==> config.mk <==
export PLATFORM = sky130hd
export DESIGN_NAME = nrisc_ula_result_stage_flat
export DESIGN_NICKNAME = d
export VERILOG_FILES = /design/src/rtl/nrisc_pkg.sv /design/src/rtl/nrisc_ula_result_stage_if.sv /design/src/rtl/nrisc_result_fifo.sv /design/src/rtl/nrisc_ula_result_stage.sv /design/src/flat_wrapper.sv
export SDC_FILE = /design/constraint.sdc
export NUM_CORES = 1
export LEC_CHECK = 0
export BUFFER_PORTS_ARGS = -buffer_cell sky130_fd_sc_hd__buf_2
export CAP_MARGIN = 20
export CORE_MARGIN = 8
export CORE_UTILIZATION = 56
export DETAILED_ROUTE_END_ITERATION = 10
export PLACE_DENSITY = 0.84
export REMOVE_ABC_BUFFERS = 1
export SLEW_MARGIN = 20
export SYNTH_ARGS = -nofsm -noshare
export SYNTH_HDL_FRONTEND = slang
export SYNTH_SLANG_ARGS = --single-unit
export TNS_END_PERCENT = 20
==> constraint.sdc <==
create_clock -name clk -period 3.95 [get_ports clk]
set_clock_uncertainty 0.2 [all_clocks]
set_input_delay 0.1975 -clock clk [delete_from_list [all_inputs] [get_ports clk]]
set_output_delay 0.1975 -clock clk [all_outputs]
set_load 0.02 [all_outputs]
==> src/rtl/nrisc_pkg.sv <==
// nrisc_pkg
// Shared definitions for the NRISC execute-to-writeback path.
//   TAM, RADDR    : ULA data width and register-file address width
//   FLAG_*        : bit positions inside the 3-bit ULA flag vector {F2, Z, C}
//   br_cond_e     : branch condition encodings COND_AL..COND_NV
//   wb_entry_t    : one buffered register-file write {addr, data}
//   eval_cond()   : evaluates a branch condition against a flag vector
package nrisc_pkg;

  localparam int TAM   = 16;
  localparam int RADDR = 4;

  localparam int FLAG_C  = 0;
  localparam int FLAG_Z  = 1;
  localparam int FLAG_F2 = 2;

  typedef enum logic [2:0] {
    COND_AL  = 3'b000,
    COND_Z   = 3'b001,
    COND_NZ  = 3'b010,
    COND_C   = 3'b011,
    COND_NC  = 3'b100,
    COND_F2  = 3'b101,
    COND_NF2 = 3'b110,
    COND_NV  = 3'b111
  } br_cond_e;

  typedef struct packed {
    logic [RADDR-1:0] addr;
    logic [TAM-1:0]   data;
  } wb_entry_t;

  // COND_NV falls into the default arm and is never taken.
  function automatic logic eval_cond(input logic [2:0] cond, input logic [2:0] f);
    logic r;
    r = 1'b0;
    case (br_cond_e'(cond))
      COND_AL:  r = 1'b1;
      COND_Z:   r = f[FLAG_Z];
      COND_NZ:  r = ~f[FLAG_Z];
      COND_C:   r = f[FLAG_C];
      COND_NC:  r = ~f[FLAG_C];
      COND_F2:  r = f[FLAG_F2];
      COND_NF2: r = ~f[FLAG_F2];
      default:  r = 1'b0;
    endcase
    return r;
  endfunction

endpackage

==> src/rtl/nrisc_ula_result_stage_if.sv <==
// nrisc_ula_result_stage_if
// Bundles the ULA-side input handshake and the register-file write-back
// handshake of the result stage.
//   in_valid/in_ready, ula_out, ula_flags, in_dest, in_wr_en, in_flag_we : ULA side
//   wb_valid/wb_ready, wb_data, wb_addr                                  : register-file side
// Modports:
//   slave  : the result stage (consumes ULA results, produces write-backs)
//   master : the surrounding pipeline (ULA producer and register-file consumer)
interface nrisc_ula_result_stage_if;
  import nrisc_pkg::*;

  logic             in_valid;
  logic             in_ready;
  logic [TAM-1:0]   ula_out;
  logic [2:0]       ula_flags;
  logic [RADDR-1:0] in_dest;
  logic             in_wr_en;
  logic             in_flag_we;

  logic             wb_valid;
  logic             wb_ready;
  logic [TAM-1:0]   wb_data;
  logic [RADDR-1:0] wb_addr;

  modport slave (
    input  in_valid, ula_out, ula_flags, in_dest, in_wr_en, in_flag_we, wb_ready,
    output in_ready, wb_valid, wb_data, wb_addr
  );

  modport master (
    output in_valid, ula_out, ula_flags, in_dest, in_wr_en, in_flag_we, wb_ready,
    input  in_ready, wb_valid, wb_data, wb_addr
  );

endinterface

==> src/rtl/nrisc_result_fifo.sv <==
// nrisc_result_fifo
// DEPTH-entry FIFO of pending register-file writes.
// Parameters: DEPTH (power of two, >= 2)
// Ports:
//   clk, rst    : clock, synchronous active-high reset (empties FIFO, clears storage)
//   push        : write push_entry at the tail (ignored when full)
//   push_entry  : {addr, data} to store
//   pop         : drop the head entry (ignored when empty)
//   head_entry  : current head, read combinationally from storage
//   full, empty : occupancy flags derived from the registered count
module nrisc_result_fifo
  import nrisc_pkg::*;
#(
  parameter int DEPTH = 2
) (
  input  logic      clk,
  input  logic      rst,
  input  logic      push,
  input  wb_entry_t push_entry,
  input  logic      pop,
  output wb_entry_t head_entry,
  output logic      full,
  output logic      empty
);

  localparam int PTR_W = $clog2(DEPTH);
  localparam int CNT_W = PTR_W + 1;

  wb_entry_t        mem [DEPTH];
  logic [PTR_W-1:0] wr_ptr;
  logic [PTR_W-1:0] rd_ptr;
  logic [CNT_W-1:0] count;
  logic             push_ok;
  logic             pop_ok;

  assign full       = (count == CNT_W'(DEPTH));
  assign empty      = (count == '0);
  assign head_entry = mem[rd_ptr];
  assign push_ok    = push & ~full;
  assign pop_ok     = pop & ~empty;

  // Storage is cleared on reset so the head reads as zero until the first write.
  // Pointers wrap naturally because DEPTH is a power of two.
  always_ff @(posedge clk) begin
    if (rst) begin
      wr_ptr <= '0;
      rd_ptr <= '0;
      count  <= '0;
      for (int i = 0; i < DEPTH; i++) begin
        mem[i] <= '0;
      end
    end else begin
      if (push_ok) begin
        mem[wr_ptr] <= push_entry;
        wr_ptr      <= wr_ptr + PTR_W'(1);
      end
      if (pop_ok) begin
        rd_ptr <= rd_ptr + PTR_W'(1);
      end
      case ({push_ok, pop_ok})
        2'b10:   count <= count + CNT_W'(1);
        2'b01:   count <= count - CNT_W'(1);
        default: count <= count;
      endcase
    end
  end

endmodule

==> src/rtl/nrisc_ula_result_stage.sv <==
// nrisc_ula_result_stage
// Execute-to-writeback stage behind the NRISC ULA. Accepted results that write the
// register file are buffered in nrisc_result_fifo; results that update flags load
// the architectural flag register; branch queries are answered one cycle later.
// Parameters: DEPTH (result FIFO depth, power of two, >= 2). Data/address widths
//   come from nrisc_pkg (TAM, RADDR) so the interface and the stage always agree.
// Ports:
//   clk, rst          : clock, synchronous active-high reset
//   bus (slave)       : ULA input handshake and register-file write-back handshake
//   flags_q           : architectural flag register {F2, Z, C}
//   br_req, br_cond   : branch condition query
//   br_valid, br_taken: registered answer, valid the cycle after br_req
// Build option: NRISC_FLAG_FWD_EN forwards the incoming ula_flags to a branch
//   evaluated in the same cycle as a flag-setting result; without it the branch
//   sees the flag register value from before that result.
module nrisc_ula_result_stage
  import nrisc_pkg::*;
#(
  parameter int DEPTH = 2
) (
  input  logic                       clk,
  input  logic                       rst,
  nrisc_ula_result_stage_if.slave    bus,
  output logic [2:0]                 flags_q,
  input  logic                       br_req,
  input  logic [2:0]                 br_cond,
  output logic                       br_valid,
  output logic                       br_taken
);

  logic      accept;
  logic      push;
  logic      pop;
  logic      fifo_full;
  logic      fifo_empty;
  wb_entry_t push_entry;
  wb_entry_t head_entry;
  logic [2:0] flags_eval;

  // in_ready depends only on the registered count, never on wb_ready, so a full
  // FIFO does not let a result slip through even if the head is leaving.
  assign bus.in_ready = ~rst & ~fifo_full;
  assign accept       = bus.in_valid & bus.in_ready;
  assign push         = accept & bus.in_wr_en;
  assign pop          = bus.wb_valid & bus.wb_ready;
  assign push_entry   = '{addr: bus.in_dest, data: bus.ula_out};

  assign bus.wb_valid = ~fifo_empty;
  assign bus.wb_data  = head_entry.data;
  assign bus.wb_addr  = head_entry.addr;

  nrisc_result_fifo #(
    .DEPTH(DEPTH)
  ) u_fifo (
    .clk        (clk),
    .rst        (rst),
    .push       (push),
    .push_entry (push_entry),
    .pop        (pop),
    .head_entry (head_entry),
    .full       (fifo_full),
    .empty      (fifo_empty)
  );

  // Flag register only moves on an accepted flag-setting instruction.
  always_ff @(posedge clk) begin
    if (rst) begin
      flags_q <= 3'b000;
    end else if (accept && bus.in_flag_we) begin
      flags_q <= bus.ula_flags;
    end
  end

`ifdef NRISC_FLAG_FWD_EN
  assign flags_eval = (accept && bus.in_flag_we) ? bus.ula_flags : flags_q;
`else
  assign flags_eval = flags_q;
`endif

  // br_taken is forced low whenever no query was made.
  always_ff @(posedge clk) begin
    if (rst) begin
      br_valid <= 1'b0;
      br_taken <= 1'b0;
    end else begin
      br_valid <= br_req;
      br_taken <= br_req & eval_cond(br_cond, flags_eval);
    end
  end

endmodule

==> src/flat_wrapper.sv <==
// flat-port wrapper written by rule: the top's interface ports become plain ports
module nrisc_ula_result_stage_flat import nrisc_pkg::*;
#(
  parameter int DEPTH = 2
)
  (clk, rst, flags_q, br_req, br_cond, br_valid, br_taken, bus_in_valid, bus_ula_out, bus_ula_flags, bus_in_dest, bus_in_wr_en, bus_in_flag_we, bus_wb_ready, bus_in_ready, bus_wb_valid, bus_wb_data, bus_wb_addr);
  nrisc_ula_result_stage_if bus_i ();
  input  logic clk;
  input  logic rst;
  output logic [2:0] flags_q;
  input  logic br_req;
  input  logic [2:0] br_cond;
  output logic br_valid;
  output logic br_taken;
  input wire logic [$bits(bus_i.in_valid)-1:0] bus_in_valid;
  input wire logic [$bits(bus_i.ula_out)-1:0] bus_ula_out;
  input wire logic [$bits(bus_i.ula_flags)-1:0] bus_ula_flags;
  input wire logic [$bits(bus_i.in_dest)-1:0] bus_in_dest;
  input wire logic [$bits(bus_i.in_wr_en)-1:0] bus_in_wr_en;
  input wire logic [$bits(bus_i.in_flag_we)-1:0] bus_in_flag_we;
  input wire logic [$bits(bus_i.wb_ready)-1:0] bus_wb_ready;
  output wire logic [$bits(bus_i.in_ready)-1:0] bus_in_ready;
  output wire logic [$bits(bus_i.wb_valid)-1:0] bus_wb_valid;
  output wire logic [$bits(bus_i.wb_data)-1:0] bus_wb_data;
  output wire logic [$bits(bus_i.wb_addr)-1:0] bus_wb_addr;
  assign bus_i.in_valid = bus_in_valid;
  assign bus_i.ula_out = bus_ula_out;
  assign bus_i.ula_flags = bus_ula_flags;
  assign bus_i.in_dest = bus_in_dest;
  assign bus_i.in_wr_en = bus_in_wr_en;
  assign bus_i.in_flag_we = bus_in_flag_we;
  assign bus_i.wb_ready = bus_wb_ready;
  assign bus_in_ready = bus_i.in_ready;
  assign bus_wb_valid = bus_i.wb_valid;
  assign bus_wb_data = bus_i.wb_data;
  assign bus_wb_addr = bus_i.wb_addr;
  nrisc_ula_result_stage #(.DEPTH(DEPTH)) u_core (.clk(clk), .rst(rst), .bus(bus_i), .flags_q(flags_q), .br_req(br_req), .br_cond(br_cond), .br_valid(br_valid), .br_taken(br_taken));
endmodule
## Word level (Yosys, flattened, before mapping)

Memories as Yosys holds them, arrays and structs flattened. A register that Yosys moved wholly into a read port is not among the register bits.
Cells that the tools add are included.

- Flip-flop bits (word level): 9
- RAM bits: 40
- Bits of input ports: 33
- Output and inout bits: 27
- Logic and storage cells: 51
- Memories kept: 1

Memory list:

| memory | depth | width | read ports | clocked after Yosys merged registers in | write ports | RTL line | source |
|---|---|---|---|---|---|---|---|
| u_core.u_fifo.mem | 2 | 20 | 1 | 1 | 2 | nrisc_result_fifo.sv:29 | `wb_entry_t mem [DEPTH];` |

- Add/sub/neg operators: 4
- Equality and inequality tests: 9
- Multiplexer cells: 13
- Bitwise operators: 13
- Reductions and logical operators: 5

Operators with widths:

| cell | count |
|---|---|
| $mux 20 | 1 |
| $reduce_or 20->1 | 1 |
| $mux 1 | 10 |
| $eq 3x3->1 const B | 3 |
| $and 1x1->1 | 7 |
| $pmux 1 s7 | 1 |
| $eq 3x2->1 const B | 2 |
| $not 1->1 | 6 |
| $eq 2x2->1 const B | 2 |
| $pmux 2 s2 | 1 |
| $eq 3x1->1 const B | 1 |
| $logic_not 3->1 | 1 |
| $add 1x1->1 const B | 2 |
| $add 2x1->2 const B | 1 |
| $eq 2x1->1 const B | 1 |
| $logic_not 2->1 | 1 |
| $reduce_bool 2->1 | 1 |
| $sub 2x1->2 const B | 1 |
| $logic_and 1x1->1 | 1 |

## Longest topological paths before layout

Gate-level depths: netlist of run 1.

- Word-level depth: 11
- Gate-level depth with buffers: 8

## Cells and area by module

From an unflattened synthesis of run 1, not the netlist that was laid out.

- Cell total of the unflattened synthesis: 185
- Area total of the unflattened synthesis: 2258.4 um2

Modules (own cells, without submodules):

| module | times used | cells an instance | area each (um2) |
|---|---|---|---|
| nrisc_result_fifo | 1 | 156 | 1988.2 |
| nrisc_ula_result_stage | 1 | 29 | 270.3 |

## Worst setup path after synthesis of run 1

No wires, ideal clock.

- Path kind: reg-to-reg
- Start: reg u_core.u_fifo.count[1]
- End: reg u_core.u_fifo.count[1]
- Arrival time: 1931 ps
- Data required time: 3680 ps
- Setup slack: 1749 ps
- Cell stages (with the launch flop): 8
- Buffers on the path: 1
- Cells stage by stage: dfxtp_1 > nor2b_2 > buf_6 > nor2_1 > nand3_1 > ha_1 > or3_1 > a21oi_1

- Cells in the longest elaborated chain, start to end: 8
- Elaborated cells between the ends (all ways): 16
- Those cells by class: 2 x add/sub; 3 x eq/ne; 1 x mux; 8 x bitwise; 2 x reduce/logical

RTL lines:

| what | RTL line | source |
|---|---|---|
| from (decl) | nrisc_result_fifo.sv:32 | `logic [CNT_W-1:0] count;` |
| from (signal assigned) | nrisc_result_fifo.sv:61 | `2'b10: count <= count + CNT_W'(1);` |
| from (signal assigned) | nrisc_result_fifo.sv:62 | `2'b01: count <= count - CNT_W'(1);` |
| from (signal assigned) | nrisc_result_fifo.sv:63 | `default: count <= count;` |
| $eq 2x2->1 * | nrisc_result_fifo.sv:36 | `assign full = (count == CNT_W'(DEPTH));` |
| $not 1->1 * | nrisc_ula_result_stage.sv:42 | `assign bus.in_ready = ~rst & ~fifo_full;` |
| $and 1x1->1 * | nrisc_ula_result_stage.sv:42 |  |
| net bus_in_ready | flat_wrapper.sv:22 | `output wire logic [$bits(bus_i.in_ready)-1:0] bus_in_ready;` |
| $and 1x1->1 * | nrisc_ula_result_stage.sv:43 | `assign accept = bus.in_valid & bus.in_ready;` |
| $and 1x1->1 * | nrisc_ula_result_stage.sv:44 | `assign push = accept & bus.in_wr_en;` |
| $and 1x1->1 * | nrisc_result_fifo.sv:39 | `assign push_ok = push & ~full;` |
| $eq 2x1->1 or $eq 2x2->1 (tied branches) | nrisc_result_fifo.sv:60 | `case ({push_ok, pop_ok})` |
| $pmux 2 s2 or $reduce_bool 2->1 (tied branches) | - |  |

Mark *: on every way through the listed nets, which the timed path passes. The rest lies on a longest branch.
A chain may end at the register's enable or synchronous reset.

==> results.toml, run 1 <==
[run_status]
status = "completed"

[route]
wl_met1_um = 1890
avgRoutedWirePerCell_um = 16.4
wirelength_um = 4780
drt.antenna.violating_nets = 0
drtPass1Iterations = 4
wl_met2_um = 2490
drtIter0Drc = 87
drc = 0
viasPerCell = 5.19
top_layer = "met4"
dr_wl_met3_um = 324
vias = 1515

[global_routing]
grt_overflow_total = 0
antenna_found_initial = 0
grt_max_degree = 23
grt_pass1_vias = 1645
grt_usage = 0.157
grt_pass1_wl_um = 7690

[min_path]
min_path_type = "in2reg"
holdCritStartpoint = "bus_ula_out[2]"
holdPathStages = 2

[critical_path]
cp.required_ns = 3.70
arrival_ns = 2.19
crit_type = "reg2reg"
crit_start = "u_core.u_fifo.count[0]"
cp-start-kind = "register"
rr_worst_depth = 3
reg2reg_from = "u_core.u_fifo.count[0]"
cp_max_fo = 22
crit_path_end_kind = "register"

[place]
port_buffers = 59
gp_congestion = 0.723
postPlaceCellArea_mm2 = 0.00256
dp_hpwl_um = 3090

[sta]
totalNegativeSetupSlack_ns = 0
tightestPinTransition_ns = 0.861
fin_crit_sh = 0.619
grt_setup_unrepaired = "false"
final-max-slew-violation-count = 0
setup_viol = 0
relSlewSlack = 0.422
fmax_mhz = 409
finalCriticalPeriod_ns = 2.45
finalHoldViolCount = 0

[cells_and_area]
area_delta_synth_final_pct = 28.0
multi_input_area_um2 = 783
regArea_mm2 = 0.00140
fill_cells = 268
drive_above_1_share = 0.384
diodes = 0
design_area_mm2 = 0.00288
final_net_count = 275

[clocking]
clk_pin_slew_ns = 0.09
cts-htree-levels = 2
cts_root_buffer = "clkbuf_8"
postCtsSetupBuffers = 0
clock-sinks = 50
cts_tree = "built"
clockBufferDepth = 2
clk_latency_ns = 0.30
cts_buffers = 5

[power_and_ir_drop]
leakage_nw = 1.26
p_per_area_mw_per_mm2 = 398
peakVddDrop_mv = 0.247

[yosys]
netlist_top_cells_count = "40 x and2_1, 40 x edfxtp_1, 21 x mux2_2, 10 x dfxtp_1, 5 x nor2_1"
synth_area_leaders = "edfxtp_1 53%, and2_1 11%, mux2_2 11%, dfxtp_1 8.9%, buf_6 1.5%"
synth_cells = 158
syn_area_per_cell_um2 = 14.2
synth_top_area_share = 0.534
synth_edf_count = 40
seq_area_frac_synth = 0.623
yosysWarningCount = 0
syn_area_mm2 = 0.00225
synthArstFlopShare = 0
ys_types = 31
ys_ff_latch = 50
yosysTopAreaCell = "edfxtp_1"
synthFlopType = "edfxtp_1"

[die]
core_area_mm2 = 0.00394
row_count = 23
io_pins = 60
initial_core_util = 0.570
dieArea_mm2 = 0.00630
die_x_um = 79.4
die_y_um = 79.4

[job]
maxCapViolCount = 0
-- power by group --
part | internal [W] | leakage, nW | switching, W
logic | 0.000113 | 0.718 | 0.000122
registers | 0.000603 | 0.498 | 0.0000295
clock network | 0.000122 | 0.0426 | 0.000157
-- cells in the final DEF (no fill, tap or decap) --
cell / instances
mux2_2: 21
buf_4: 1
or2_2: 3
clkbuf_8: 5
clkinv_1: 1
o21a_1: 1
a41o_1: 3
nand3_1: 1
ha_1: 1
o211a_1: 3
a211oi_1: 1
o21ai_0: 1
o32a_1: 1
dlygate4sd3_1: 24
nor2b_1: 2
nor2_1: 5
a2111oi_1: 1
inv_1: 2
clkbuf_1: 1
xnor2_1: 2
buf_2: 59
dfxtp_1: 10
and2_1: 40
or3_1: 1
nor4b_4: 1
clkinv_2: 1
xor2_1: 1
nand2b_1: 2
edfxtp_1: 40
nor2b_2: 1
nor4_4: 1
a21oi_1: 1
o211ai_1: 1
mux2i_1: 1
nand2_1: 2
-- cell type report --
| cell class | count | share of cell area |
|---|---|---|
| repair buffers | 84 | 0.189 |
| inverters | 2 | 0.00261 |
| flip-flops and latches | 50 | 0.487 |
| clock buffers | 6 | 0.0252 |
| clock inverters | 2 | 0.00304 |
| multi-input cells | 98 | 0.272 |
| well taps | 50 | 0.0217 |
-- routing by layer --
layer | vias to the layer above | track usage
met1 | 724 | 0.160
met2 | 47 | 0.279
met4 | 0 | 0.0574
met5 | - | 0
li1 | 734 | -
met3 | 10 | 0.0666
-- logic make-up after synthesis --
family / synth area share
AND/OR/NAND/NOR: 0.171
AO/OA/AOI/OAI: 0.0501
XOR/XNOR: 0.0117
flip-flops: 0.623
adder cells (fa/ha/maj): 0.00556
buffers and inverters: 0.0284
multiplexers: 0.110
-- critical path: stages (launching register included) --
cell and delay [ns]:
dfxtp_1 0.45, nor2b_2 0.15, nor4_4 0.74, or2_2 0.55
-- state kept, by name (all words and copies together), names as in the netlist, named ones only --
register	count
u_core.u_fifo.wr_ptr	1
u_core.u_fifo.rd_ptr	1
u_core.u_fifo.mem	40
u_core.br_valid	1
u_core.u_fifo.count	2
u_core.br_taken	1
u_core.flags_q	3
-- path summary, 6_finish.rpt --
path                              endpoint  slack (ns)
setup / recovery  u_core.u_fifo.mem[0][18]        1.50
hold / removal     u_core.u_fifo.mem[0][2]       0.001
setup reg to reg  u_core.u_fifo.mem[0][18]        1.50
hold reg to reg     u_core.u_fifo.count[1]        0.32
-- through the flow --
| step | hold slack (ns) | cells | utilization | setup slack, ns | power, W |
|---|---|---|---|---|---|
| after floorplan | 0.0666 | 150 | - | 1.81 | 0.000781 |
| after global routing | 0.0000951 | 292 | 0.730 | 1.33 | 0.00119 |
| final | 0.00105 | 292 | 0.730 | 1.50 | 0.00115 |
| after CTS | 0.00219 | 292 | 0.730 | 1.48 | 0.00115 |
| after global placement | 0.206 | 260 | 0.649 | 1.60 | 0.000856 |
| after detailed placement | 0.219 | 260 | 0.649 | 1.49 | 0.000862 |
-- what timing repair did --
action	in CTS	in global routing
hold endpoints to repair	35	0
hold buffers	24	0
gates resized for setup	0	0
(Power assumes the default switching activity.)
==> run 2: changes to the inputs <==
--- a/config.mk
+++ b/config.mk
@@ -5,12 +5,13 @@
 export SDC_FILE = /design/constraint.sdc
 export NUM_CORES = 1
 export LEC_CHECK = 0
+export ABC_AREA = 1
 export BUFFER_PORTS_ARGS = -buffer_cell sky130_fd_sc_hd__buf_2
 export CAP_MARGIN = 20
 export CORE_MARGIN = 8
-export CORE_UTILIZATION = 56
+export CORE_UTILIZATION = 53
 export DETAILED_ROUTE_END_ITERATION = 10
-export PLACE_DENSITY = 0.84
+export PLACE_DENSITY = 0.79
 export REMOVE_ABC_BUFFERS = 1
 export SLEW_MARGIN = 20
 export SYNTH_ARGS = -nofsm -noshare
==> constraint.sdc (replaced) <==
create_clock -name clk -period 2.5 [get_ports clk]
set_clock_uncertainty 0.2 [all_clocks]
set_input_delay 0.125 -clock clk [delete_from_list [all_inputs] [get_ports clk]]
set_output_delay 0.125 -clock clk [all_outputs]
set_load 0.02 [all_outputs]
==> results.toml, run 2 <==
[run_status]
status = "completed"

[cells_and_area]
layout_common_cells = "59 x buf_2, 40 x edfxtp_1, 37 x nor3_2"
final_common_cell = "buf_2"
layout.cells.non_filler = 325
diodes = 0
fill_cells = 384
top_regs = "u_core.u_fifo.mem: 40 flops, u_core.flags_q: 3 flops, u_core.u_fifo.count: 2 flops"
design_area_mm2 = 0.00298
regMostFlops = "u_core.u_fifo.mem"
final_net_count = 304
largest_register_ffs = 40
drive_above_1_share = 0.502
area_delta_synth_final_pct = 20.7

[die]
die_x_um = 84.3
dieArea_mm2 = 0.00710
row_count = 25
die_y_um = 84.3
core_area_mm2 = 0.00460
initial_core_util = 0.537
io_pins = 60

[route]
wirelength_um = 4780
viasPerCell = 5.07
drtIter0Drc = 70
drc = 0
drtPass1Iterations = 4
avgRoutedWirePerCell_um = 14.7
vias = 1648
drt.antenna.violating_nets = 0

[sta]
fin_crit_sh = 0.817
finalHoldViolCount = 0
hold_ws_ns = 0.00540
tightestPinTransition_ns = 0.486
finalCriticalPeriod_ns = 2.04
relSlewSlack = 0.676
grt_setup_unrepaired = "false"
setup_viol = 0
fmax_mhz = 490
final-max-slew-violation-count = 0

[yosys]
ys_ff_latch = 50
yosysMostFrequentCell = "edfxtp_1"
yosysTopAreaCell = "edfxtp_1"
syn_area_mm2 = 0.00247
synthArstFlopShare = 0
netlist_top_cells_count = "40 x edfxtp_1, 37 x nor3_2, 30 x inv_1, 20 x mux2_2, 15 x nand2_1"
synth_area_leaders = "edfxtp_1 49%, nor3_2 15%, mux2_2 9.1%, dfxtp_1 8.1%, inv_1 4.6%"
synth_top_area_share = 0.486
yosysWarningCount = 0
ys_types = 25
synth_cells = 199
seq_area_frac_synth = 0.567
synthFlopType = "edfxtp_1"
synth_edf_count = 40
syn_area_per_cell_um2 = 12.4

[critical_path]
cp-start-kind = "primary input"
crit_type = "in2reg"
cp.required_ns = 2.54
cpPeakStageDelay_ns = 0.53
cp_cell_sequence = "dlygate4sd3_1 -> buf_2 -> inv_2 -> nand4_4 -> ha_1 -> or2_2 -> nand3_1 -> o21ai_0 -> nor2_1"
crit_path_end_kind = "register"
cp_max_fo = 14
cpMaxStageDelayCell = "dlygate4sd3_1"
arrival_ns = 2.08

[power_and_ir_drop]
peakVddDrop_mv = 0.323
leakage_nw = 1.30
total_power_w = 0.00174
p_per_area_mw_per_mm2 = 584

[global_routing]
antenna_found_initial = 0
grt_pass1_wl_um = 7910
grt_overflow_total = 0
grt_usage = 0.137
grt_max_degree = 32
grt_pass1_vias = 1738

[place]
port_buffers = 59
postPlaceCellArea_mm2 = 0.00281
place_inst = 308
dp_hpwl_um = 3270
gp_congestion = 0.688

[clocking]
clk_latency_ns = 0.30
cts_root_buffer = "clkbuf_8"
cts_buffers = 5
clock-sinks = 50
postCtsSetupBuffers = 0
clockBufferDepth = 2
cts-htree-levels = 2
cts_tree = "built"
clk_pin_slew_ns = 0.08

[job]
maxCapViolCount = 0

[min_path]
min_path_type = "in2reg"
[run 2: cell count changes after synthesis, sizes merged, moves of 3 or more]
cell,before,now
nand2,2,16
a41o,3,0
inv,2,32
buf,6,10
o21ai,1,4
and2,40,0
nor3,0,40
o211a,3,0
nor2b,3,0
nor2,5,13
[run 2: power breakdown]
part	internal [W]	switching, W	total (W)
registers	0.000945	0.0000196	0.000965
logic	0.000130	0.000204	0.000333
clock network	0.000199	0.000246	0.000445
total	0.00127	0.000469	0.00174
[run 2: final cells by class]
cell class / instances / area, um2 / share of cell area
inverters: 32 / 120 / 0.0403
repair buffers: 74 / 430 / 0.144
well taps: 54 / 67.6 / 0.0227
multi-input cells: 107 / 883 / 0.296
clock buffers: 8 / 80.1 / 0.0268
flip-flops and latches: 50 / 1400 / 0.470
[run 2: kinds of logic after synthesis]
group,share of synthesized area
buffers and inverters,0.0785
AOI/OAI and AO/OA,0.0233
DFF,0.567
adders and majority gates,0.00506
muxes,0.0911
and+or+nand+nor,0.235
[run 2: layer usage]
layer  global-route usage  up-vias  part of all wire
met1                0.143      772              0.40
met2                0.243       48              0.51
met3               0.0571        6             0.072
met4               0.0361        0             0.010
met5                    0        -                 0
li1                     -      822                 -
[run 2: what timing repair did]
action / 4_1_cts / 5_1_grt
endpoints found under the setup margin: 0 / 0
endpoints found under the hold margin: 5 / 0
hold buffers: 9 / 0
resized for setup: 0 / 0
[run 2: path summary, 6_finish.rpt]
kind / end / startpoint / slack, ns / depth (start not counted)
worst max-delay path: u_core.u_fifo.count[1] / rst / 0.46 / 9
worst min-delay path: u_core.u_fifo.mem[1][6] / bus_ula_out[6] / 0.005 / 3
worst max register to register: u_core.u_fifo.count[1] / u_core.u_fifo.count[0] / 0.61 / 8
worst min register to register: u_core.u_fifo.rd_ptr / u_core.u_fifo.rd_ptr / 0.31 / 2
[run 2: critical path, delay by kind of cell]
family	cells	cell delay, ns
buffers and inverters	3	0.82
and+or+nand+nor	4	0.74
adders and majority gates	1	0.32
AOI/OAI and AO/OA	1	0.08
[run 2: stage by stage]
stage / util / setup WS, ns / TNS (ns)
after floorplan: - / -0.907 / -36.40
after global placement: 0.612 / 0.682 / 0
after detailed placement: 0.612 / 0.628 / 0
after CTS: 0.649 / 0.464 / 0
after global routing: 0.649 / 0.362 / 0
final: 0.649 / 0.458 / 0
==> run 3: changes to the inputs <==
--- a/config.mk
+++ b/config.mk
@@ -5,13 +5,13 @@
 export SDC_FILE = /design/constraint.sdc
 export NUM_CORES = 1
 export LEC_CHECK = 0
-export ABC_AREA = 1
+export ABC_AREA = 0
 export BUFFER_PORTS_ARGS = -buffer_cell sky130_fd_sc_hd__buf_2
 export CAP_MARGIN = 20
 export CORE_MARGIN = 8
-export CORE_UTILIZATION = 53
+export CORE_UTILIZATION = 47
 export DETAILED_ROUTE_END_ITERATION = 10
-export PLACE_DENSITY = 0.79
+export PLACE_DENSITY = 0.75
 export REMOVE_ABC_BUFFERS = 1
 export SLEW_MARGIN = 20
 export SYNTH_ARGS = -nofsm -noshare
==> constraint.sdc (replaced) <==
create_clock -name clk -period 1.77 [get_ports clk]
set_clock_uncertainty 0.2 [all_clocks]
set_input_delay 0.0885 -clock clk [delete_from_list [all_inputs] [get_ports clk]]
set_output_delay 0.0885 -clock clk [all_outputs]
set_load 0.02 [all_outputs]
==> results.toml, run 3 (synthesized netlist as in run 1, its figures left out) <==
[sta]
setup_viol = 0
tightestPinTransition_ns = 0.322
finalCriticalPeriod_ns = 1.74
relSlewSlack = 0.785
final-max-slew-violation-count = 0
totalNegativeSetupSlack_ns = 0
finalHoldViolCount = 0
fin_crit_sh = 0.984
fmax_mhz = 574

[critical_path]
rr_worst_depth = 6
crit_type = "reg2reg"
cp_max_fo = 4
cp.required_ns = 1.80
reg2reg_to = "u_core.u_fifo.count[1]"
arrival_ns = 1.77
crit_buf_inv = 1
cp-start-kind = "register"
cpPeakStageDelay_ns = 0.38
rrSetupSlack_ns = 0.03
critPathTopFamily = "simple AND/OR/NAND/NOR gates"
cp_cell_sequence = "buf_4 -> o21a_4 -> ha_4 -> xnor2_1 -> or3_4 -> a21oi_2"
cpMaxStageDelayCell = "or3_4"
crit_path_end_kind = "register"
reg2reg_from = "u_core.u_fifo.count[1]"

[clocking]
cts_buffers = 5
clockBufferDepth = 2
cts-htree-levels = 2
clk_pin_slew_ns = 0.09
cts_root_buffer = "clkbuf_8"
clock-sinks = 50
cts_tree = "built"
clk_latency_ns = 0.30

[cells_and_area]
final_common_cell = "buf_2"
final_net_count = 293
layout.cells.non_filler = 314
utilization = 0.674
design_area_mm2 = 0.00314
top_regs = "u_core.u_fifo.mem: 40 flops, u_core.flags_q: 3 flops, u_core.u_fifo.count: 2 flops"
largest_register_ffs = 40
diodes = 0
layout_common_cells = "59 x buf_2, 40 x and2_1, 40 x edfxtp_1"
regMostFlops = "u_core.u_fifo.mem"
fill_cells = 314
area_delta_synth_final_pct = 39.7
drive_above_1_share = 0.442

[min_path]
holdCritStartpoint = "bus_wb_ready"
holdPathStages = 4
min_path_type = "in2reg"
min_to = "u_core.u_fifo.rd_ptr"

[power_and_ir_drop]
leakage_nw = 1.37
peakVddDrop_mv = 0.556
total_power_w = 0.00269
p_per_area_mw_per_mm2 = 855

[route]
vias = 1554
viasPerCell = 4.95
drt.antenna.violating_nets = 0
wirelength_um = 4720
avgRoutedWirePerCell_um = 15.0
drtIter0Drc = 97
drtPass1Iterations = 4
drc = 0

[die]
core_area_mm2 = 0.00466
dieArea_mm2 = 0.00725
die_y_um = 85.2
row_count = 25
die_x_um = 85.2
io_pins = 60
initial_core_util = 0.482

[place]
gp_congestion = 0.726
dp_hpwl_um = 3110
place_inst = 276
postPlaceCellArea_mm2 = 0.00270
port_buffers = 59

[global_routing]
grt_max_degree = 22
grt_usage = 0.137
grt_pass1_vias = 1631
antenna_found_initial = 0
grt_pass1_wl_um = 7760
grt_overflow_total = 0

[job]
maxCapViolCount = 0

[run_status]
status = "completed"
run 3: power breakdown:
| group | switching, W | internal (W) |
|---|---|---|
| combinational | 0.000328 | 0.000331 |
| sequential | 0.0000344 | 0.00135 |
| clock | 0.000365 | 0.000279 |
| total | 0.000728 | 0.00196 |
run 3: routing by layer:
| metal | up-vias | wire (um) | track usage |
|---|---|---|---|
| met5 | - | 0 | 0 |
| met4 | 0 | 109 | 0.0647 |
| met3 | 10 | 299 | 0.0463 |
| met2 | 46 | 2400 | 0.232 |
| met1 | 733 | 1910 | 0.149 |
| li1 | 765 | - | - |
run 3: area by class of cell:
cell class              count  area, um2  share of cell area
clock buffers               6       72.6              0.0231
well taps                  54       67.6              0.0215
inverters                   2       7.51             0.00239
multi-input cells          98        832               0.265
repair buffers            102        743               0.237
clock inverters             2       13.8             0.00438
flip-flops and latches     50       1400               0.447
run 3: metrics by stage:
step                setup WS [ns]  hold WS [ns]
detailed placement         0.0143        0.0959
finish                     0.0286       0.00898
global route              -0.0107        0.0454
global placement           0.0401        0.0919
CTS                        0.0226        0.0157
floorplan                  -0.371       -0.0424
run 3: worst max-delay path by stage:
| stage | depth (start not counted) | slack [ns] | from | endpoint |
|---|---|---|---|---|
| CTS | 7 | 0.02 | u_core.u_fifo.count[1] | u_core.u_fifo.count[1] |
| finish | 6 | 0.03 | u_core.u_fifo.count[1] | u_core.u_fifo.count[1] |
| detailed placement | 6 | 0.01 | u_core.u_fifo.count[1] | u_core.u_fifo.count[1] |
| global placement | 6 | 0.04 | u_core.u_fifo.count[1] | u_core.u_fifo.count[1] |
| global route | 7 | -0.01 | u_core.u_fifo.count[1] | u_core.u_fifo.count[1] |
| floorplan | 6 | -0.37 | u_core.u_fifo.count[1] | u_core.u_fifo.count[1] |
run 3: worst reg2reg max path: stages (launching register included):
cell,delay (ns)
dfxtp_2,0.32
buf_4,0.14
o21a_4,0.23
ha_4,0.16
xnor2_1,0.13
or3_4,0.38
a21oi_2,0.13
run 3: repair_timing:
item                       in CTS  in global routing
pin swaps                       2                  4
gates cloned                    0                  0
hold buffers                   30                  0
resized for setup               1                 10
hold endpoints to repair       49                  0
setup endpoints to repair       1                 18
buffers inserted                0                  0
